**config.mk**
```make
export PLATFORM = sky130hd
export DESIGN_NAME = keypad_scanner
export DESIGN_NICKNAME = d
export VERILOG_FILES = /design/src/rtl/keypad_pkg.sv /design/src/rtl/keypad_debounce.sv /design/src/rtl/keypad_scanner.sv
export SDC_FILE = /design/constraint.sdc
export NUM_CORES = 1
export LEC_CHECK = 0
export ABC_AREA = 1
export CAP_MARGIN = 20
export CORE_ASPECT_RATIO = 0.7
export CORE_MARGIN = 2
export CORE_UTILIZATION = 30
export CTS_CLUSTER_DIAMETER = 150
export CTS_CLUSTER_SIZE = 14
export DETAILED_ROUTE_END_ITERATION = 12
export GPL_ROUTABILITY_DRIVEN = 0
export PLACE_DENSITY_LB_ADDON = 0.25
export SLEW_MARGIN = 15
export SYNTH_ARGS = -nofsm -noshare
export SYNTH_HDL_FRONTEND = slang
export SYNTH_SLANG_ARGS = --single-unit
```
**constraint.sdc**
```tcl
create_clock -name clk -period 2.26 [get_ports clk]
set_clock_uncertainty 0.1 [all_clocks]
set_input_delay 0.339 -clock clk [delete_from_list [all_inputs] [get_ports clk]]
set_output_delay 0.339 -clock clk [all_outputs]
set_load 0.05 [all_outputs]
```
**src/rtl/keypad_pkg.sv**
```systemverilog
// Shared types and sizing helpers for the matrix keypad scanner.
package keypad_pkg;

   localparam int DEF_ROWS = 4;
   localparam int DEF_COLS = 4;

   function automatic int key_w(input int rows, input int cols);
      return (rows * cols > 1) ? $clog2(rows * cols) : 1;
   endfunction

   localparam int DEF_KW = key_w(DEF_ROWS, DEF_COLS);

   // Candidate encoding is KW+1 bits; MSB set means no key pressed.
   localparam logic [DEF_KW:0] NO_KEY = {1'b1, {DEF_KW{1'b0}}};

   typedef enum logic {IDLE, HELD} state_t;

endpackage

```
**src/rtl/keypad_debounce.sv**
```systemverilog
// Scan-to-scan debounce and commit state machine producing press/release strobes.
module keypad_debounce
   import keypad_pkg::*;
#(
   parameter int KW             = DEF_KW,
   parameter int DEBOUNCE_SCANS = 3
) (
   input  logic          clk,
   input  logic          rst,
   input  logic [KW:0]   cand,
   input  logic          scan_done,
   output logic [KW-1:0] key_code,
   output logic          key_held,
   output logic          key_valid,
   output logic          key_release
);

   localparam int SW = $clog2(DEBOUNCE_SCANS + 1);
   localparam logic [KW:0] NONE = {1'b1, {KW{1'b0}}};

   state_t        state;
   logic [KW:0]   prev;
   logic [SW-1:0] stable_cnt;
   logic [SW-1:0] cnt_next;
   logic [KW:0]   committed;
   logic          commit;

   always_comb begin
      cnt_next = SW'(1);
      if (cand == prev)
         cnt_next = (stable_cnt == SW'(DEBOUNCE_SCANS)) ? stable_cnt : stable_cnt + SW'(1);
      committed = (state == HELD) ? {1'b0, key_code} : NONE;
      commit    = scan_done && (cnt_next == SW'(DEBOUNCE_SCANS)) && (cand != committed);
   end

   always_ff @(posedge clk) begin
      if (rst) begin
         state       <= IDLE;
         prev        <= NONE;
         stable_cnt  <= '0;
         key_code    <= '0;
         key_held    <= 1'b0;
         key_valid   <= 1'b0;
         key_release <= 1'b0;
      end else begin
         key_valid   <= 1'b0;
         key_release <= 1'b0;
         if (scan_done) begin
            prev       <= cand;
            stable_cnt <= cnt_next;
         end
         if (commit) begin
            case (state)
               IDLE: begin
                  state     <= HELD;
                  key_code  <= cand[KW-1:0];
                  key_held  <= 1'b1;
                  key_valid <= 1'b1;
               end
               HELD: begin
                  key_release <= 1'b1;
                  if (cand[KW]) begin
                     state    <= IDLE;
                     key_held <= 1'b0;
                  end else begin
                     // direct key-to-key change: release old and press new together
                     key_valid <= 1'b1;
                     key_code  <= cand[KW-1:0];
                  end
               end
               default: state <= IDLE;
            endcase
         end
      end
   end

endmodule

```
**src/rtl/keypad_scanner.sv**
```systemverilog
// Row-driving keypad scanner: column synchronizer, dwell/row counters and
// lowest-index candidate encoder feeding the debounce stage.
module keypad_scanner
   import keypad_pkg::*;
#(
   parameter int ROWS           = DEF_ROWS,
   parameter int COLS           = DEF_COLS,
   parameter int SCAN_PERIOD    = 200000,
   parameter int DEBOUNCE_SCANS = 3,
   localparam int KW            = key_w(ROWS, COLS)
) (
   input  logic            clk,
   input  logic            rst,
   input  logic [COLS-1:0] col_in,
   output logic [ROWS-1:0] row_out,
   output logic [KW-1:0]   key_code,
   output logic            key_held,
   output logic            key_valid,
   output logic            key_release
);

   localparam int DW = (SCAN_PERIOD > 1) ? $clog2(SCAN_PERIOD) : 1;
   localparam int RW = (ROWS > 1) ? $clog2(ROWS) : 1;
   localparam int CW = (COLS > 1) ? $clog2(COLS) : 1;
   localparam logic [KW:0] NONE = {1'b1, {KW{1'b0}}};

   logic [COLS-1:0] sync1, sync2;
   logic [DW-1:0]   dwell;
   logic [RW-1:0]   row;
   logic [KW:0]     acc, cand, base, next_acc;
   logic            scan_done;
   logic            last_dwell;
   logic            hit;
   logic [CW-1:0]   col_idx;
   logic [KW-1:0]   row_key;

   assign last_dwell = (dwell == DW'(SCAN_PERIOD - 1));

   // Lowest pressed column in the current row (columns are active-low).
   always_comb begin
      hit     = 1'b0;
      col_idx = '0;
      for (int c = COLS - 1; c >= 0; c--) begin
         if (!sync2[c]) begin
            hit     = 1'b1;
            col_idx = CW'(c);
         end
      end
      row_key  = KW'(row) * KW'(COLS) + KW'(col_idx);
      base     = (row == '0) ? NONE : acc;
      next_acc = (base[KW] && hit) ? {1'b0, row_key} : base;
   end

   always_ff @(posedge clk) begin
      if (rst) begin
         sync1     <= '1;
         sync2     <= '1;
         dwell     <= '0;
         row       <= '0;
         row_out   <= ~ROWS'(1);
         acc       <= NONE;
         cand      <= NONE;
         scan_done <= 1'b0;
      end else begin
         sync1     <= col_in;
         sync2     <= sync1;
         scan_done <= 1'b0;
         if (last_dwell) begin
            dwell <= '0;
            acc   <= next_acc;
            if (row == RW'(ROWS - 1)) begin
               row       <= '0;
               row_out   <= ~ROWS'(1);
               cand      <= next_acc;
               scan_done <= 1'b1;
            end else begin
               row     <= row + RW'(1);
               row_out <= ~(ROWS'(1) << (row + RW'(1)));
            end
         end else begin
            dwell <= dwell + DW'(1);
         end
      end
   end

   keypad_debounce #(
      .KW             (KW),
      .DEBOUNCE_SCANS (DEBOUNCE_SCANS)
   ) u_debounce (
      .clk         (clk),
      .rst         (rst),
      .cand        (cand),
      .scan_done   (scan_done),
      .key_code    (key_code),
      .key_held    (key_held),
      .key_valid   (key_valid),
      .key_release (key_release)
   );

endmodule

```
==> metrics.md, run 1 <==
| Metric | Value |
|---|---|
| Clk sinks | `slightly below 60` |
| Crit path time final | `1.95 ns` |
| Vias in the first global route | `2111` |
| Clk buf depth | `2` |
| Hold_buf cts | `0` |
| IO Pins | `17` |
| Synthesized area | `0.00272 sq mm` |
| Crit-path cells | `clkdlybuf4s50_1` |
| Post-Syn Area per Cell | `around 7.3 sq um` |
| Final hold vios | `0` |
| Static Leak | `1.35 nW` |
| Commonest non-fill, non-tap cells in the layout | `71 x nand2_1, 58 x dfxtp_1, 56 x nor2_1, 50 x inv_1, 30 x nand3_1` |
| Vias per std cell | `roughly 4.4` |
| Dpl ws | `0.368 ns` |
| CP bufs+invs | `1` |
| Initial Util | `0.305` |
| Diode count | `0` |
| Clock slew at reported path FFs | `0.05 ns` |
| Post-synthesis sequential area ratio | `0.426` |
| Prevailing post-synth register cell | `dfxtp_1` |
| Slowest-stage cell, CP | `clkdlybuf4s50_1` |
| Worst path max stage delay | `between 0.8 and 0.9 ns` |
| CP Max Fanout | `4` |
| Top Layer Used | `met4` |
| Total CTS buffers | `9` |
| Worst Setup Path Type | `flop to primary output` |
| Die area | `between 0.009 and 0.01 sq mm` |
| HPWL after detailed placement | `roughly 4.1 mm` |
| Syn-to-layout area delta | `21.7%` |
| Total grt overflow | `0` |
| NumNets Final | `411` |
| Drt first-iter violations | `120` |
| Die extent in x | `118 um` |
| CTS tree | `done` |
| Met3 WL post-DR | `216 um` |
| CTS Root Cell | `clkbuf_16` |
| Worst Hold Class | `flop to flop` |
| Cell family with most CP delay | `buffers and inverters` |
| H-tree levels | `3` |
| CORE AREA | `between 0.008 and 0.009 sq mm` |
| PostCTS Resize Cnt | `0` |
| DRC viols | `0` |
| Leading cell type in the layout, fill and taps excluded | `nand2_1` |
| Yosys reg bits | `58` |
| Site Rows | `29` |
| Final ANT Viol Nets | `0` |
| VDD IR max | `492 uV` |
| Setup bufs post-CTS | `0` |
| First drt pass iteration count | `5` |
| Final setup margin | `0.315 ns` |
| Wire length on met2 | `approximately 2.1 mm` |
| Sum Neg Setup Slack | `0 ns` |
| Status | `complete, no violations` |
| Unrepaired setup endpoints after global routing | `no` |
| P per Cell Area | `723 mW/mm^2` |
| Routed metal-1 wirelength | `3.18 mm` |
| Critical path arrival | `1.51 ns` |
| Critical Path RT | `~1.8 ns` |
| First-pass GRT wire length | `slightly below 10 mm` |
| Final instance area | `0.00331 sq mm` |
| Finish-stage setup viols | `0` |
| Dpl cell area | `0.00302 sq mm` |
| Worst slew margin | `0.668` |
| F_max | `0.514 GHz` |
| Die height | `83.7 um` |
| Slew Limit Fails | `0` |
| CP Capture Type | `primary output` |
| Post-synth ARST share | `0` |
| Crit share post-route | `0.861` |
| Post-Route WL | `5.60 mm` |
| Clk_lat worst skew | `around 0.32 ns` |
| Yosys warnings | `0` |
| DR WL/cell | `10.7 um` |
| Synthesized net count | `390` |
| Layout cells sized above 1 | `0.113` |
| Slew at the pin with the worst max-slew slack | `0.496 ns` |
| Vias | `2285` |
| Largest net degree at the start of global routing | `32` |
| Port bufs | `16` |
| Initial antenna violation count | `0` |
| GRT Overall Usage | `0.123` |
| Crit start category | `flop` |
| Yosys cell types | `30` |
| Total of max-cap violations | `0` |
| EDFF count, synth | `0` |
| Synth Instances | `around 380` |
| Worst R2R Setup Slack | `0.36 ns` |
[state kept, by name (all words and copies together) (netlist names), 2 cells and up]
signal,cells
acc,5
cand,5
dwell,18
row,2
row_out,4
sync1,4
sync2,4
u_debounce.key_code,4
u_debounce.prev,5
u_debounce.stable_cnt,2
[synthesized netlist by cell type, types with 4 or more instances]
library cell	n	area (sq um)
nor2_1	56	210
dfxtp_1	58	1160
inv_1	50	188
a21oi_1	16	80.1
nand4_1	10	62.6
nand2_1	71	267
inv_2	4	15.0
or2_2	11	68.8
nand3_1	30	150
o21ai_0	20	100
ha_1	9	113
xor2_1	4	35.0
nor3_1	7	35.0
clkbuf_1	5	18.8
[power by group]
group          switching (W)  internal [W]
sequential        0.00000667       0.00104
combinational      0.0000360     0.0000268
clock               0.000439      0.000849
[logic make-up after synthesis]
logic type	after synthesis	synth area share
XOR/XNOR	6	0.0193
buffers and inverters	62	0.0901
adder cells (fa/ha/maj)	9	0.0414
flip-flops	58	0.426
AO/OA/AOI/OAI	39	0.0731
AND/OR/NAND/NOR	201	0.350
[cell type report]
cell class | count | area, sq um
multi-input combinational | 255 | 1320
timing repair buffer | 18 | 188
clock inverter | 2 | 10.0
fill | 943 | 5610
sequential | 58 | 1160
clock buffer | 13 | 280
inverter | 54 | 203
tap | 124 | 155
[per-layer routing]
metal | vias to the layer above | track usage
met3 | 7 | 0.0451
li1 | 1230 | -
met4 | 0 | 0.0438
met1 | 1013 | 0.176
met5 | - | 0
met2 | 35 | 0.169
[per-stage QoR]
step           utilization  instances  hold WS [ns]  total power [W]
3_5_place_dp         0.339        509         0.298          0.00113
5_1_grt              0.371        524         0.317          0.00248
6_report             0.371        524         0.307          0.00239
3_3_place_gp         0.339        509         0.299          0.00113
2_1_floorplan            -        375         0.289          0.00110
4_1_cts              0.371        524         0.309          0.00242
[path summary, 6_finish.rpt]
| kind | depth (start not counted) | endpoint | start |
|---|---|---|---|
| setup / recovery | 1 | key_code[3] | u_debounce.key_code[3]$_SDFFE_PP0P_ |
| hold / removal | 1 | sync2[0]$_SDFF_PP1_ | sync1[0]$_SDFF_PP1_ |
| setup reg to reg | 8 | cand[3]$_SDFFE_PP0P_ | dwell[0]$_SDFF_PP0_ |
| hold reg to reg | 1 | sync2[0]$_SDFF_PP1_ | sync1[0]$_SDFF_PP1_ |
(Power assumes the default switching activity.)
==> run 2, diff against run 1 <==
--- a/config.mk
+++ b/config.mk
@@ -6,7 +6,7 @@
 export NUM_CORES = 1
 export LEC_CHECK = 0
 export ABC_AREA = 1
-export CAP_MARGIN = 20
+export CAP_MARGIN = 30
 export CORE_ASPECT_RATIO = 0.7
 export CORE_MARGIN = 2
 export CORE_UTILIZATION = 30
==> results of run 2 <==
No change in the layout: final DEF, timing and power equal those of run 1.
